## config.mk

```make
export PLATFORM = sky130hd
export DESIGN_NAME = dtc_frame_feeder
export DESIGN_NICKNAME = d
export VERILOG_FILES = /design/src/rtl/dtc_frame_feeder.sv
export SDC_FILE = /design/constraint.sdc
export NUM_CORES = 1
export LEC_CHECK = 0
export CAP_MARGIN = 40
export CELL_PAD_IN_SITES_DETAIL_PLACEMENT = 2
export CELL_PAD_IN_SITES_GLOBAL_PLACEMENT = 2
export CORE_ASPECT_RATIO = 1.1
export CORE_MARGIN = 3
export CORE_UTILIZATION = 36
export CTS_BUF_LIST = sky130_fd_sc_hd__clkbuf_4
export DETAILED_ROUTE_END_ITERATION = 7
export PLACE_DENSITY = 0.91
export SLEW_MARGIN = 30
export SYNTH_ARGS = -nofsm -noshare
export SYNTH_HDL_FRONTEND = slang
export SYNTH_SLANG_ARGS = --single-unit
```

## constraint.sdc

```tcl
create_clock -name clk -period 3.1 [get_ports clk]
set_input_delay 0.31 -clock clk [delete_from_list [all_inputs] [get_ports clk]]
set_output_delay 0.31 -clock clk [all_outputs]
set_load 0.05 [all_outputs]
```

## src/rtl/dtc_frame_feeder.sv

```systemverilog
// ---------------------------------------------------------------------------
// dtc_frame_feeder
//
// Feeder/collector wrapped around a purely combinational decision-tree
// classifier. Feature bits arrive one per accepted cycle, LSB first, and are
// assembled in a shift register that drives the classifier input directly.
// Once a full vector is in place the feeder waits a fixed number of settle
// cycles, captures the classifier's class code together with the vector that
// produced it, and presents both on a single-entry valid/ready result port.
//
// Parameters:
//   FEAT_W  feature vector width (matches classifier input)
//   CLS_W   class code width (matches classifier output)
//   SETTLE  cycles the vector is held before the class code is captured (1..15)
//   CNT_W   width of the accepted-result counter
//
// Ports:
//   clk        rising-edge clock
//   rst_n      asynchronous active-low reset
//   s_bit      serial feature bit
//   s_valid    s_bit is valid this cycle
//   s_ready    feeder can accept a bit (only while accumulating)
//   s_abort    discard the partially assembled frame
//   feat_o     feature vector driven to the classifier input
//   cls_i      class code returned by the classifier
//   m_valid    a captured result is being held
//   m_ready    downstream accepts the held result
//   m_class    captured class code
//   m_feat     feature vector that produced m_class
//   frame_cnt  number of results accepted downstream (wraps)
// ---------------------------------------------------------------------------
module dtc_frame_feeder #(
  parameter int FEAT_W = 11,
  parameter int CLS_W  = 3,
  parameter int SETTLE = 1,
  parameter int CNT_W  = 16
) (
  input  logic              clk,
  input  logic              rst_n,
  input  logic              s_bit,
  input  logic              s_valid,
  output logic              s_ready,
  input  logic              s_abort,
  output logic [FEAT_W-1:0] feat_o,
  input  logic [CLS_W-1:0]  cls_i,
  output logic              m_valid,
  input  logic              m_ready,
  output logic [CLS_W-1:0]  m_class,
  output logic [FEAT_W-1:0] m_feat,
  output logic [CNT_W-1:0]  frame_cnt
);

  // Bit counter must reach FEAT_W-1; the settle counter holds up to 14.
  localparam int BIT_W = (FEAT_W > 1) ? $clog2(FEAT_W) : 1;
  localparam int SET_W = 4;

  localparam logic [BIT_W-1:0] LAST_BIT    = BIT_W'(FEAT_W - 1);
  localparam logic [SET_W-1:0] SETTLE_LOAD = SET_W'(SETTLE - 1);

  typedef enum logic [1:0] {
    ACCUM = 2'd0,
    WAIT  = 2'd1,
    OUT   = 2'd2
  } state_t;

  state_t           state;
  logic [BIT_W-1:0] bit_cnt;
  logic [SET_W-1:0] settle_cnt;

  // The serial side is only open while accumulating; decoding it straight
  // from the state register keeps any input out of the ready path, and
  // naturally back-pressures the sensor while a result is pending.
  assign s_ready = (state == ACCUM);

  // Single FSM carrying the shift register, the two counters and the result
  // buffer. feat_o is deliberately left untouched outside ACCUM so the
  // classifier sees a constant input from the last accepted bit until
  // capture, and keeps showing the last vector until the next frame starts.
  always_ff @(posedge clk or negedge rst_n) begin
    if (!rst_n) begin
      state      <= ACCUM;
      bit_cnt    <= '0;
      settle_cnt <= '0;
      feat_o     <= '0;
      m_valid    <= 1'b0;
      m_class    <= '0;
      m_feat     <= '0;
      frame_cnt  <= '0;
    end else begin
      case (state)
        ACCUM: begin
          // Abort wins over a simultaneous bit, which is dropped.
          if (s_abort) begin
            bit_cnt <= '0;
            feat_o  <= '0;
          end else if (s_valid) begin
            feat_o <= {s_bit, feat_o[FEAT_W-1:1]};
            if (bit_cnt == LAST_BIT) begin
              bit_cnt    <= '0;
              settle_cnt <= SETTLE_LOAD;
              state      <= WAIT;
            end else begin
              bit_cnt <= bit_cnt + 1'b1;
            end
          end
        end

        WAIT: begin
          // Capture on the edge where the countdown has already reached 0,
          // giving exactly SETTLE cycles between last bit and m_valid.
          if (settle_cnt == '0) begin
            m_class <= cls_i;
            m_feat  <= feat_o;
            m_valid <= 1'b1;
            state   <= OUT;
          end else begin
            settle_cnt <= settle_cnt - 1'b1;
          end
        end

        OUT: begin
          if (m_ready) begin
            m_valid   <= 1'b0;
            frame_cnt <= frame_cnt + 1'b1;
            state     <= ACCUM;
          end
        end

        default: begin
          m_valid <= 1'b0;
          state   <= ACCUM;
        end
      endcase
    end
  end

endmodule

```

# After elaboration in Yosys (flattened, before gate mapping)
# Index checks and enable logic that the tools add are counted.
# word_totals
in_bits,9
reg_bits,52
word_cells,50
out_inout_bits,43
# classes
n_eq_ne,9
add_sub_neg,3
mux,19
bitwise,1
n_reduce_logical,10
# op_table
operator,n
4-bit 2-to-1 mux,7
11-bit 2-to-1 mux,2
"16-bit by 1-bit adder with 16-bit output, second input constant",1
2-bit 2-to-1 mux,5
"2-bit != test, second input constant",5
5-bit AND reduction,2
4-bit one-hot mux with 2 select lines,1
2-bit one-hot mux with 3 select lines,1
2-bit AND reduction,3
"4-bit by 1-bit adder with 4-bit output, second input constant",1
"4-bit == test, second input constant",1
4-bit zero test,1
2-bit nonzero test,2
"4-bit by 1-bit subtractor with 4-bit output, second input constant",1
1-bit one-hot mux with 3 select lines,1
3-bit AND reduction,1
"2-bit by 1-bit == test with 1-bit output, second input constant",1
"2-bit == test, second input constant",1
2-bit zero test,1
1-bit 2-to-1 mux,2
"2-bit by 1-bit != test with 1-bit output, second input constant",1
1-bit inverter,1

# Logic depth before layout (Yosys ltp)
# logic_depth
word_depth,5
ltp_mapped,7
ltp_nobuf,6

# Least setup slack after synthesis
# No wires, ideal clock.
# synth_timing
kind,register to register
start,reg state[1]
end,reg feat_o[3]
path_buffers,1
slack_ps,1084
path_stages_with_launch,5
setup_time_ps,121
arrival_ps,1895
synth_period_minus_slack_ps,2016
required_time_ps,2979
path_cell_list,dfrtp_1 > nor2_1 > o21ai_1 > buf_2 > a22o_1
# synth_between
elab_chain_len,2
# synth_rtl
element,line,source
"start, declared",66,state_t state;
"start signal, assigned",81,state <= ACCUM;
"start signal, assigned",101,state <= WAIT;
"start signal, assigned",115,state <= OUT;
2-bit zero test,--,
named net s_ready,42,"output logic s_ready,"
2-bit AND reduction (no source line),--,
"end signal, assigned",97,"feat_o <= {s_bit, feat_o[FEAT_W-1:1]};"
"end, declared",44,"output logic [FEAT_W-1:0] feat_o,"
# The timed path passes the listed nets, and every way through them passes these cells.
# A chain may end at the register's enable or synchronous reset.

# Worst setup path in the final report
# layout_timing
start,reg state[0]
end,out s_ready
# layout_between
elab_chain_len,1
# layout_rtl
element,line,source
2-bit zero test,73,assign s_ready = (state == ACCUM);
"end, declared",42,
# No other way between the ends.

==> out/metrics.cfg <==
[logic_synthesis]
synth-compound-area-share_pct = 7.90
post_synth_xor_area_fraction_pct = 6.67
synth_nets = 190
post_synth_fa_ha_maj_area_fraction_pct = 2.24
synthesis.area_per_instance_um2 = 12.6
postSynth.asyncResetShare_pct = 100
ys_seq_elements = 52
largest_family_of_logic_cells_by_synthesized_area = simple AND/OR/NAND/NOR gates
yosys.area_share.simple_pct = 13.6
dominantRegCellSynth = sky130_fd_sc_hd__dfrtp_1
post_synth_edffs = 0
syn-cell-area_um2 = 2230
yosys_warnings = 0
yosysUniqueCellTypes = 37
synth.yosys.seq_area_share_pct = 58.3
synthMuxAreaShare_pct = 8.40
syn_inst = 177

[grt]
antenna_found_initial = 0
globalRoute.totalOverflow = 0
grt_pass1_wl_um = 10300
grt_pass1_vias = 1830
maximum_number_of_pins_on_one_net_before_global_route_repair = 22
track_usage_pct = 19.4

[cts]
cts-hold-fix-buffers = 1
ctsRootBufferMaster = sky130_fd_sc_hd__clkbuf_4
cts_h_tree_depth = 2
clock_tree.buffer_depth = 2
clock_insertion_delay_worst_skew_ps = 380
numCtsBuffers = 5
worst_path_clk_slew_ps = 160
numClockSinks = 52
postCtsResizedCells = 0
cts_setup_buffers = 0
tritoncts = yes

[flow_run]
max_cap_viol_count = 0

[floorplan]
die-area_um2 = 7190
rows = 29
boundary_pin_count = 52
initial_core_util_pct = 38.0
fp.dieW_um = 81.1
die_height_um = 88.6
design.core.area_um2 = 5880

[layout]
area_growth_synth_to_finish_pct = 30.3
layout.cells.most_common_list = 52 x sky130_fd_sc_hd__dfrtp_1, 50 x sky130_fd_sc_hd__clkdlybuf4s50_1, 14 x sky130_fd_sc_hd__xnor2_1, 14 x sky130_fd_sc_hd__nand2_1, 11 x sky130_fd_sc_hd__a22o_1
regArea_um2 = 1300
n_antenna_cell = 0
final_cell_count_no_fill = 312
fillers = 585
mostFrequentLayoutCell = sky130_fd_sc_hd__dfrtp_1
multiInputGateArea_um2 = 867
post_route_cells_drive_above_1_share_pct = 13.2
fin_nets = 247

[worst_setup_path]
timing.reg2reg.setup_slack_ps = 1030
worst-path-max-fanout = 7
setup.worst_path.end_class = primary output
critical_path.reg2reg.endpoint = settle_cnt[1]
worst-setup-path-type = reg2out
critPathLaunchType = flip-flop
worst-r2r-cell-count = 4
cp_data_arrival_time_ps = 1880
critPathLaunch = state[0]
timing.critical_path.required_ps = 2790
critical_path.reg2reg.startpoint = state[0]

[route]
first_iter_violations = 42
drt-wirelength-per-cell_um = 20.4
antenna_violating_nets_post_route = 0
drc_errors = 0
dr_total_vias = 1590
drtPass1Iterations = 4
wl_um = 6360
detail_route.vias_per_cell = 5.10

[run_status]
outcome = finished clean

[power]
p_int_w = 0.000829
power.share.sequential_pct = 62.3
power.share.combinational_pct = 10.7
static-leakage-power_nw = 1.30
power.clock.fraction_pct = 27.0
sw_frac_of_total_pct = 27.6
p_per_area_nw_per_um2 = 394
design_power_total_w = 0.00115
worst_ir_drop_vdd_mv = 0.208
power_switching_w = 0.000316

[sta]
worst_slew_margin_relative_to_its_limit_pct = 48.1
timing.final.crit_share_pct = 70.7
finalClockSkew_ps = 12.6
timing.final.hold_violations = 0
worst_slew_pin_slew_ps = 775
tns_ps = 0
rsz0062_at_grt = false
holdWs_ps = 499
finalSetupViolCount = 0
max_clock_freq_ghz = 0.456
final_max_slew_viol_count = 0
post-route-min-period_ps = 2190

[worst_hold_path]
hold_class = in2async

[placement]
hpwlAfterDp_um = 4780
dp.cells = 303
buffer_ports.inserted = 51
place.gp.congestion = 0.722

sequential cells by signal, indices dropped and copies added (netlist names):
register / count
feat_o: 11
m_valid: 1
settle_cnt: 4
state: 2
m_class: 3
m_feat: 11
frame_cnt: 16
bit_cnt: 4
worst max-delay path, stage by stage (launching register included):
cell	delay (ps)
sky130_fd_sc_hd__dfrtp_1	500
sky130_fd_sc_hd__nor2_1	180
sky130_fd_sc_hd__clkdlybuf4s50_1	830
cell usage after synthesis (all sizes together), types with 2 or more instances:
library cell  number  area (µm²)
a21oi              2        10.0
a22o              11        96.3
buf                3        27.5
clkbuf             2        7.51
dfrtp             52        1300
ha                 4        50.1
inv                8        30.0
mux2              14         188
nand2             14        52.6
nand3             11        67.6
nand3b             2        15.0
nand4              4        25.0
nor2               8        32.5
nor3               2        10.0
o21ai              8        40.0
or3b               2        17.5
xnor2             14         123
xor2               3        26.3
cell families after synthesis:
logic type | count (synthesis)
adders and majority gates | 4
buffers and inverters | 13
and+or+nand+nor | 52
AOI/OAI and AO/OA | 25
DFF | 52
xor gates and xnor gates | 17
muxes | 14
worst max path at each step:
stage	end	slack, ps
final	s_ready	910
after global routing	s_ready	790
after CTS	s_ready	870
after detailed placement	settle_cnt[1]	790
after global placement	settle_cnt[1]	960
after floorplan	feat_o[3]	1080
per-layer routing:
layer | global-route usage, % | routed length (µm) | vias up
met1 | 24.1 | 2720 | 823
met3 | 3.05 | 147 | 6
met5 | 0 | 0 | -
met2 | 34.8 | 3400 | 30
met4 | 5.53 | 91 | 0
li1 | - | - | 731
power by group through the flow:
stage,clock network (W),logic [W],registers [W]
after detailed placement,0,0.000123,0.000727
final,0.000309,0.000123,0.000714
after floorplan,0,0.0000318,0.000753
after global placement,0,0.000112,0.000725
after CTS,0.000323,0.000125,0.000714
after global routing,0.000356,0.000134,0.000717
area by class of cell:
cell class | instances | area share, %
clock buffer | 5 | 1.29
tap | 77 | 3.31
inverter | 8 | 1.03
sequential | 52 | 44.7
multi-input combinational | 112 | 29.8
timing repair buffer | 55 | 19.2
clock inverter | 3 | 0.645
through the flow:
| stage | utilization [%] | worst slack [ps] | cell area (µm²) |
|---|---|---|---|
| floorplan | - | 1080 | 2230 |
| global placement | 47.9 | 956 | 2820 |
| detailed placement | 48.4 | 789 | 2840 |
| CTS | 49.5 | 867 | 2910 |
| global route | 49.5 | 787 | 2910 |
| finish | 49.5 | 908 | 2910 |
Note: power is estimated with default switching activity, not from simulation.
